## src/rtl/register_file_param_if.sv

```systemverilog
// Register file access bundle: one byte-masked write port, two registered
// read ports with valid flags, and the bulk-clear request/busy pair.
interface register_file_param_if #(
    parameter int DATA_WIDTH = 32,
    parameter int ADDR_WIDTH = 5
);
    logic                      WriteEn;
    logic [ADDR_WIDTH-1:0]     WriteAddress;
    logic [DATA_WIDTH-1:0]     WriteData;
    logic [DATA_WIDTH/8-1:0]   WriteByteEn;
    logic                      ReadEn1;
    logic [ADDR_WIDTH-1:0]     ReadAddress1;
    logic [DATA_WIDTH-1:0]     ReadData1;
    logic                      ReadValid1;
    logic                      ReadEn2;
    logic [ADDR_WIDTH-1:0]     ReadAddress2;
    logic [DATA_WIDTH-1:0]     ReadData2;
    logic                      ReadValid2;
    logic                      Clear;
    logic                      Busy;

    modport master (
        output WriteEn, WriteAddress, WriteData, WriteByteEn,
        output ReadEn1, ReadAddress1, ReadEn2, ReadAddress2, Clear,
        input  ReadData1, ReadValid1, ReadData2, ReadValid2, Busy
    );

    modport slave (
        input  WriteEn, WriteAddress, WriteData, WriteByteEn,
        input  ReadEn1, ReadAddress1, ReadEn2, ReadAddress2, Clear,
        output ReadData1, ReadValid1, ReadData2, ReadValid2, Busy
    );
endinterface

```

## src/rtl/register_file_param.sv

```systemverilog
// Parametrised 2R/1W register file with byte enables, write-first bypass,
// optional hardwired-zero entry 0 and a one-entry-per-cycle bulk clear.
module register_file_param #(
    parameter int DATA_WIDTH = 32,
    parameter int ADDR_WIDTH = 5,
    parameter int DEPTH      = 32,
    parameter int ZERO_REG   = 1
) (
    input  logic                  clk,
    input  logic                  rst_n,
    register_file_param_if.slave  bus
);
    localparam int NUM_BYTES = DATA_WIDTH / 8;

    typedef enum logic {S_IDLE, S_CLEAR} state_t;

    state_t                  r_state;
    logic                    r_busy;
    logic [ADDR_WIDTH-1:0]   r_clr_cnt;
    logic [DATA_WIDTH-1:0]   r_mem [DEPTH];
    logic [DATA_WIDTH-1:0]   r_rd_data1;
    logic [DATA_WIDTH-1:0]   r_rd_data2;
    logic                    r_rd_valid1;
    logic                    r_rd_valid2;

    logic                    w_wr_in_range;
    logic                    w_wr_ok;
    logic [DATA_WIDTH-1:0]   w_wr_merged;
    logic [DATA_WIDTH-1:0]   w_rd_val1;
    logic [DATA_WIDTH-1:0]   w_rd_val2;

    function automatic logic is_zero_entry(input logic [ADDR_WIDTH-1:0] addr);
        return (ZERO_REG != 0) && (addr == '0);
    endfunction

    assign w_wr_in_range = 32'(bus.WriteAddress) < DEPTH;
    assign w_wr_ok = bus.WriteEn && !r_busy && w_wr_in_range
                     && !is_zero_entry(bus.WriteAddress);

    // Merge of the new bytes over the current entry; reused as the bypass value.
    always_comb begin
        // NOTE: assign a default first so every path drives the variable and no latch is inferred.
        w_wr_merged = w_wr_in_range ? r_mem[bus.WriteAddress] : '0;
        for (int b = 0; b < NUM_BYTES; b++) begin
            if (bus.WriteByteEn[b]) w_wr_merged[8*b +: 8] = bus.WriteData[8*b +: 8];
        end
    end

    function automatic logic [DATA_WIDTH-1:0] read_value(input logic [ADDR_WIDTH-1:0] addr);
        if (r_busy || !(32'(addr) < DEPTH) || is_zero_entry(addr)) return '0;
        if (w_wr_ok && addr == bus.WriteAddress) return w_wr_merged;
        return r_mem[addr];
    endfunction

    always_comb begin
        w_rd_val1 = read_value(bus.ReadAddress1);
        w_rd_val2 = read_value(bus.ReadAddress2);
    end

    // NOTE: storage is a reset flop array, since reset must zero every entry; it will not map to RAM macros.
    always_ff @(posedge clk or negedge rst_n) begin
        if (!rst_n) begin
            for (int i = 0; i < DEPTH; i++) r_mem[i] <= '0;
        end else begin
            for (int i = 0; i < DEPTH; i++) begin
                if (r_busy && r_clr_cnt == ADDR_WIDTH'(i)) begin
                    r_mem[i] <= '0;
                end else if (w_wr_ok && bus.WriteAddress == ADDR_WIDTH'(i)) begin
                    r_mem[i] <= w_wr_merged;
                end
            end
        end
    end

    // Clear sequencer: one entry per edge, Clear ignored while already clearing.
    always_ff @(posedge clk or negedge rst_n) begin
        if (!rst_n) begin
            // NOTE: sequential state uses non-blocking assignments so all flops update from pre-edge values.
            r_state   <= S_IDLE;
            r_busy    <= 1'b0;
            r_clr_cnt <= '0;
        end else begin
            case (r_state)
                S_IDLE: begin
                    if (bus.Clear) begin
                        r_state   <= S_CLEAR;
                        r_busy    <= 1'b1;
                        r_clr_cnt <= '0;
                    end
                end
                S_CLEAR: begin
                    if (r_clr_cnt == ADDR_WIDTH'(DEPTH - 1)) begin
                        r_state   <= S_IDLE;
                        r_busy    <= 1'b0;
                        r_clr_cnt <= '0;
                    end else begin
                        r_clr_cnt <= r_clr_cnt + 1'b1;
                    end
                end
                default: begin
                    r_state   <= S_IDLE;
                    r_busy    <= 1'b0;
                    r_clr_cnt <= '0;
                end
            endcase
        end
    end

    always_ff @(posedge clk or negedge rst_n) begin
        if (!rst_n) begin
            r_rd_data1  <= '0;
            r_rd_data2  <= '0;
            r_rd_valid1 <= 1'b0;
            r_rd_valid2 <= 1'b0;
        end else begin
            r_rd_valid1 <= bus.ReadEn1;
            r_rd_valid2 <= bus.ReadEn2;
            if (bus.ReadEn1) r_rd_data1 <= w_rd_val1;
            if (bus.ReadEn2) r_rd_data2 <= w_rd_val2;
        end
    end

    assign bus.ReadData1  = r_rd_data1;
    assign bus.ReadData2  = r_rd_data2;
    assign bus.ReadValid1 = r_rd_valid1;
    assign bus.ReadValid2 = r_rd_valid2;
    assign bus.Busy       = r_busy;
endmodule

```

## src/flat_wrapper.sv

```systemverilog
// flat-port wrapper written by rule: the top's interface ports become plain ports
module register_file_param_flat 
#(
    parameter int DATA_WIDTH = 32,
    parameter int ADDR_WIDTH = 5,
    parameter int DEPTH      = 32,
    parameter int ZERO_REG   = 1
)
  (clk, rst_n, bus_WriteEn, bus_WriteAddress, bus_WriteData, bus_WriteByteEn, bus_ReadEn1, bus_ReadAddress1, bus_ReadEn2, bus_ReadAddress2, bus_Clear, bus_ReadData1, bus_ReadValid1, bus_ReadData2, bus_ReadValid2, bus_Busy);
  register_file_param_if #(.DATA_WIDTH(DATA_WIDTH), .ADDR_WIDTH(ADDR_WIDTH)) bus_i ();
  input  logic clk;
  input  logic rst_n;
  input wire logic [$bits(bus_i.WriteEn)-1:0] bus_WriteEn;
  input wire logic [$bits(bus_i.WriteAddress)-1:0] bus_WriteAddress;
  input wire logic [$bits(bus_i.WriteData)-1:0] bus_WriteData;
  input wire logic [$bits(bus_i.WriteByteEn)-1:0] bus_WriteByteEn;
  input wire logic [$bits(bus_i.ReadEn1)-1:0] bus_ReadEn1;
  input wire logic [$bits(bus_i.ReadAddress1)-1:0] bus_ReadAddress1;
  input wire logic [$bits(bus_i.ReadEn2)-1:0] bus_ReadEn2;
  input wire logic [$bits(bus_i.ReadAddress2)-1:0] bus_ReadAddress2;
  input wire logic [$bits(bus_i.Clear)-1:0] bus_Clear;
  output wire logic [$bits(bus_i.ReadData1)-1:0] bus_ReadData1;
  output wire logic [$bits(bus_i.ReadValid1)-1:0] bus_ReadValid1;
  output wire logic [$bits(bus_i.ReadData2)-1:0] bus_ReadData2;
  output wire logic [$bits(bus_i.ReadValid2)-1:0] bus_ReadValid2;
  output wire logic [$bits(bus_i.Busy)-1:0] bus_Busy;
  assign bus_i.WriteEn = bus_WriteEn;
  assign bus_i.WriteAddress = bus_WriteAddress;
  assign bus_i.WriteData = bus_WriteData;
  assign bus_i.WriteByteEn = bus_WriteByteEn;
  assign bus_i.ReadEn1 = bus_ReadEn1;
  assign bus_i.ReadAddress1 = bus_ReadAddress1;
  assign bus_i.ReadEn2 = bus_ReadEn2;
  assign bus_i.ReadAddress2 = bus_ReadAddress2;
  assign bus_i.Clear = bus_Clear;
  assign bus_ReadData1 = bus_i.ReadData1;
  assign bus_ReadValid1 = bus_i.ReadValid1;
  assign bus_ReadData2 = bus_i.ReadData2;
  assign bus_ReadValid2 = bus_i.ReadValid2;
  assign bus_Busy = bus_i.Busy;
  register_file_param #(.DATA_WIDTH(DATA_WIDTH), .ADDR_WIDTH(ADDR_WIDTH), .DEPTH(DEPTH), .ZERO_REG(ZERO_REG)) u_core (.clk(clk), .rst_n(rst_n), .bus(bus_i));
endmodule
```

## config.mk

```make
export PLATFORM = sky130hd
export DESIGN_NAME = register_file_param_flat
export DESIGN_NICKNAME = d
export VERILOG_FILES = /design/src/rtl/register_file_param_if.sv /design/src/rtl/register_file_param.sv /design/src/flat_wrapper.sv
export SDC_FILE = /design/constraint.sdc
export NUM_CORES = 2
export LEC_CHECK = 0
export ABC_AREA = 1
export BUFFER_PORTS_ARGS = -buffer_cell sky130_fd_sc_hd__buf_2
export CAP_MARGIN = 0
export CELL_PAD_IN_SITES_DETAIL_PLACEMENT = 1
export CELL_PAD_IN_SITES_GLOBAL_PLACEMENT = 2
export CORE_ASPECT_RATIO = 1.2
export CORE_MARGIN = 10
export CORE_UTILIZATION = 37
export DETAILED_ROUTE_END_ITERATION = 12
export HOLD_SLACK_MARGIN = 0.02
export PLACE_DENSITY_LB_ADDON = 0.3
export SKIP_LAST_GASP = 1
export SLEW_MARGIN = 20
export SYNTH_ARGS = -nofsm -noshare
export SYNTH_HDL_FRONTEND = slang
export SYNTH_SLANG_ARGS = --single-unit
```

## constraint.sdc

```tcl
create_clock -name clk -period 4.9 [get_ports clk]
set_input_delay 0.245 -clock clk [delete_from_list [all_inputs] [get_ports clk]]
set_output_delay 0.245 -clock clk [all_outputs]
set_load 0.1 [all_outputs]
```

Yosys cells after proc, flatten, opt, wreduce, memory -nomap -nowiden
Cells that the tools add are included.

word-level totals
  bits in registers = 1097
  input port bits = 57
  output and inout port bits = 67

operators by class
  add/subtract/negate cells = 1
  order comparisons = 3
  eq/ne operators = 66
  multiplexer cells = 100
  bitwise logic cells = 4
  reduce and logical (&&, ||, !) cells = 109

operators by type and width
  operator                                                  count
  two-way mux 32 bit                                        78
  binary-select mux 32 bit (select 5 bit)                   3
  == test 5 bit, second input constant                      32
  == test 5 x 4 -> 1 bit, second input constant             16
  logical AND 1 bit                                         68
  nonzero test 2 bit                                        32
  == test 5 x 3 -> 1 bit, second input constant             8
  two-way mux 8 bit                                         4
  == test 5 x 2 -> 1 bit, second input constant             4
  logical NOT 5 bit                                         4
  greater-or-equal comparator 6 bit, second input constant  3
  inverter 5 -> 6 bit                                       3
  == test 5 x 1 -> 1 bit, second input constant             2
  == test 5 bit                                             2
  two-way mux 1 bit                                         10
  two-way mux 5 bit                                         2
  one-hot mux 5 bit (2 select lines)                        1
  adder 5 x 1 -> 5 bit, second input constant               1
  inequality test 2 bit, second input constant              2
  one-hot mux 1 bit (2 select lines)                        2
  logical NOT 1 bit                                         2
  logical OR 1 bit                                          2
  AND reduction 2 bit                                       1
  inverter 1 bit                                            1

Logic depth before layout (Yosys ltp)
  depth after elaboration = 8
  mapped depth = 17
  depth with buffers taken out = 13

Worst setup path before layout
No wires, ideal clock.

  path kind = flip-flop to flip-flop
  from = register u_core.r_busy (netlist: u_core.bus.Busy)
  to = register u_core.r_mem[193] in the netlist's numbering
  arrival time = 2.270 ns
  data required time = 4.834 ns
  setup slack = 2.565 ns
  cell stages (with the launch flop) = 9
  path buffers = 2
  path through = dfrtp_1 -> nor2_1 -> nand2_1 -> buf_2 -> nor2_1 -> nor2_1 -> clkbuf_1 -> nand2_1 -> nand2_1

on the way
  word-level cells in the longest chain between the ends = 5
  elaborated cells between the ends (all ways) = 7

ends and longest elaborated chain
  item                                 RTL line                   text
  start, declared                      register_file_param.sv:18  logic r_busy;
  start signal, assigned               register_file_param.sv:80  r_busy <= 1'b0;
  start signal, assigned               register_file_param.sv:87  r_busy <= 1'b1;
  start signal, assigned               register_file_param.sv:94  r_busy <= 1'b0;
  logical NOT 1 bit                    register_file_param.sv:37  assign w_wr_ok = bus.WriteEn && !r_busy && w_wr_in_range
  logical AND 1 bit                    register_file_param.sv:37
  logical AND 1 bit                    register_file_param.sv:38  && !is_zero_entry(bus.WriteAddress);
  logical AND 1 bit                    register_file_param.sv:68  end else if (w_wr_ok && bus.WriteAddress == ADDR_WIDTH'(i)) begin
  nonzero test 2 bit (no source line)  -
  end signal, assigned by index        register_file_param.sv:69  r_mem[i] <= w_wr_merged;
  end, declared                        register_file_param.sv:20  logic [DATA_WIDTH-1:0] r_mem [DEPTH];

Parallel ways exist; a longest one is shown, timed or not.
A chain may end at the register's enable or synchronous reset.

Worst setup path after layout
  from = register u_core.r_busy (netlist: u_core.bus.Busy)
  to = register u_core.r_mem[563] in the netlist's numbering

The elaborated chain is that of the path after synthesis.

==> summary.md <==
| Metric | Value |
|---|---|
| Outcome | completed |
| Post-place instance area | 78400 um2 |
| Port buffer count | 123 |
| Core Region | 202000 um2 |
| Max incr delay on CP | 970 ps |
| Power Internal | 18400 uW |
| Maximum clock insertion buffer count | 3 |
| Critical path cell sequence | buf_4 > nand2_1 > nor2_1 > nor2_4 > buf_4 > nand2_1 > nand2_1 |
| Synth area leader | dfrtp_1 |
| Area fraction of the dominant cell type after synthesis | 36.5% |
| Commonest non-fill, non-tap cell in the layout | nand2_1 |
| Die W | 431 um |
| Simple-gate portion of the synthesized area | 49.1% |
| Synthesized instance count | 12800 |
| Post-synth EDFFs | 0 |
| Vias in the first global route | 90000 |
| I/O pins | 124 |
| Power density over cell area | 365 nW/um2 |
| Htree depth | 4 |
| Hold crit path type | in2reg |
| Most used DFF post-synth | dfrtp_1 |
| Post-DP HPWL | 261000 um |
| Post-route setup TNS | 0 ps |
| Grt ovf | 0 |
| Share of flip-flops with an asynchronous set or reset after synthesis | 100% |
| Synth Cell Area | 75100 um2 |
| Post-synth net total | 12900 |
| DRT Pass-1 Iters | 8 |
| Initial drt markers | 10400 |
| RSZ-0062 raised after global routing | no |
| Die height | 514 um |
| Mux cell area share after synthesis | 0% |
| Clock transition at path regs | 60 ps |
| Worst hold start | bus_WriteByteEn[0] |
| Count of cell types in the netlist | 31 |
| PostCTS Resize Cnt | 0 |
| Share of power burned in registers | 36.7% |
| Critical Path End Type | register |
| Site row count | 181 |
| RR Startpoint | u_core.bus.Busy$_DFFE_PN0P_ |
| # setup viols final | 0 |
| Hold Violations, Final | 0 |
| Setup Skew | 35.8 ps |
| Final core occ | 41.2% |
| Reported max-cap violation count | 0 |
| Yosys reg bits | 1097 |
| Share of cells above drive strength 1 | 6.04% |
| DR vias/cell | 5.91 |
| Cells on Worst Hold Path | 5 |
| Crit Path Category | reg2reg |
| Largest net degree at the start of global routing | 172 |
| Final Cell Area | 83400 um2 |
| Layout area overhead | 11.1% |
| Sw Ratio | 39.5% |
| WP data arrival | 3960 ps |
| Worst reg2reg path depth | 7 |
| Fmax | 0.312 GHz |
| Crit path time final | 3200 ps |
| Worst-Skew Late Latency | 840 ps |
| Initial antenna violation count | 19 |
| Final Cycle Share | 65.3% |
| CTS tree | built |
| Synthesis warning total | 0 |
| Initial Util | 37.1% |
| CTS sink count | 1097 |
| CP most frequent cell | nand2_1 |
| R2R Path End | u_core.r_mem[563]$_DFFE_PN0P_ |
| Post-DR wirelength/cell | 29.1 um |
| Total GRT Usage | 38.7% |
| Routed Antenna Nets | 0 |
| Max IR drop VDD | 0.293 mV |
| Comb pwr share | 27.4% |
| Slew Viols, Final | 0 |
| Synthesized area per cell | 5.85 um2 |
| Final #Nets | 12600 |
| Worst reg2reg setup slack | 1700 ps |
| Most frequent cells in the layout | 7309 x nand2_1, 1097 x dfrtp_1, 1078 x nor2_1 |
| Worst slew margin | 13.3% |
| Main combinational cell family by area after synthesis | simple AND/OR/NAND/NOR gates |
| Sw Pwr | 12000 uW |
| Final WL | 444000 um |
| Post-synthesis sequential area ratio | 36.5% |
| Synth Area in Adders | 0.0999% |
| Hold Path Sink | u_core.bus.ReadData1[4]$_DFFE_PN0P_ |
| CTS Root Cell | clkbuf_16 |
| Synth Area in XOR/XNOR | 0.0816% |
| Top post-synthesis cells by area | dfrtp_1 37%, nand2_1 37%, nand3_1 6.3% |
| CP top delay family | simple AND/OR/NAND/NOR gates |
| Filler cells | 27400 |
| Routability cong. | 0.918 |
| Max FO, Critical Path | 17 |
| Critical path's slowest cell | nor2_4 |
| Crit start category | register |
| First-pass GRT wire length | 634000 um |
| Critical path buffer and inverter count | 2 |
| Vias | 90300 |
| Clk pwr share | 36.0% |
| Die area | 222000 um2 |
| Static leakage | 0.0442 uW |
| Worst-Margin Slew | 1300 ps |
| CTS Buf Count | 136 |
| WP data required | 5660 ps |
| Compound-Gate Fraction of Synth Area | 5.75% |
| Final routed DRC violation total | 0 |
## synthesized netlist by cell type, types with 2 or more instances
cell and count:
nand2_1 7311, nor2_1 1135, dfrtp_1 1097, nand3_1 950
inv_1 552, clkbuf_1 427, o21ai_0 354, a21oi_1 279
buf_2 269, o211ai_1 144, buf_4 119, buf_1 88
or2_2 39, nor2_2 11, inv_2 10, o21ai_1 7
ha_1 6, xor2_1 6, nand2_2 5, buf_6 4
clkinv_1 4, nor2_4 3, o22ai_1 3, and3_1 2
inv_4 2, nand4_1 2, nor3_1 2
## worst max-delay path by stage
stage	slack, ps	depth (start not counted)	from	end
floorplan	2560	8	u_core.bus.Busy$_DFFE_PN0P_	u_core.r_mem[193]$_DFFE_PN0P_
global placement	1440	15	bus_WriteAddress[0]	u_core.r_mem[788]$_DFFE_PN0P_
detailed placement	1400	15	bus_WriteAddress[0]	u_core.r_mem[596]$_DFFE_PN0P_
CTS	1890	7	u_core.bus.Busy$_DFFE_PN0P_	u_core.r_mem[563]$_DFFE_PN0P_
global route	1750	10	u_core.bus.Busy$_DFFE_PN0P_	u_core.r_mem[791]$_DFFE_PN0P_
finish	1700	7	u_core.bus.Busy$_DFFE_PN0P_	u_core.r_mem[563]$_DFFE_PN0P_
## metal layers
layer | vias up | GRT usage [%] | share of wire (%)
li1 | 38600 | - | -
met4 | 6 | 29.3 | 8.9
met1 | 44800 | 47.5 | 38
met3 | 1713 | 8.07 | 9.5
met2 | 5255 | 59.6 | 43
met5 | - | 0 | 0.010
## timing repair
item | CTS | global route
buffers inserted | 0 | 0
hold endpoints to repair | 250 | 0
hold buffers | 37 | 0
## per-stage QoR
step	instances	worst slack [ps]	hold slack [ps]	power [uW]
after floorplan	12800	2560	-50.6	15800
after global placement	15000	1440	314	19100
after detailed placement	15000	1400	308	19300
after CTS	15300	1890	23.4	30200
after global routing	15300	1750	45.3	31500
final	15300	1700	36.7	30500
## flip-flops by register name, indices dropped and copies added, names as in the netlist
register,cells
u_core.bus.Busy,1
u_core.r_state,1
u_core.bus.ReadValid1,1
u_core.bus.ReadData2,32
u_core.r_clr_cnt,5
u_core.bus.ReadData1,32
u_core.bus.ReadValid2,1
u_core.r_mem,1024
## area by class of cell
| type | instances | area, um2 | area share (%) |
|---|---|---|---|
| multi-input combinational | 10300 | 41900 | 50.2 |
| sequential | 1097 | 27500 | 32.9 |
| clock buffer | 200 | 4070 | 4.88 |
| timing repair buffer | 449 | 3960 | 4.75 |
| tap | 2653 | 3320 | 3.98 |
| inverter | 568 | 2190 | 2.63 |
| clock inverter | 37 | 553 | 0.663 |
| antenna | 12 | 30.0 | 0.0360 |
## power groups by stage
stage	Combinational [uW]	Clock [uW]	Sequential (uW)
after global routing	8820	11400	11300
after floorplan	4200	0	11600
final	8350	11000	11200
after detailed placement	8050	0	11300
after CTS	8110	11000	11100
after global placement	7850	0	11200
## kinds of logic after synthesis
logic type | after synthesis
buffers and inverters | 1476
adders and majority gates | 6
DFF | 1097
xor gates and xnor gates | 7
and+or+nand+nor | 9460
AOI/OAI and AO/OA | 789
## worst min-delay path, stage by stage
cell and delay (ps):
buf_2 150, nand2_1 170, nand3_1 100, nand2_1 100, nand2_1 50
No activity file was read; power rests on OpenSTA's default activity.
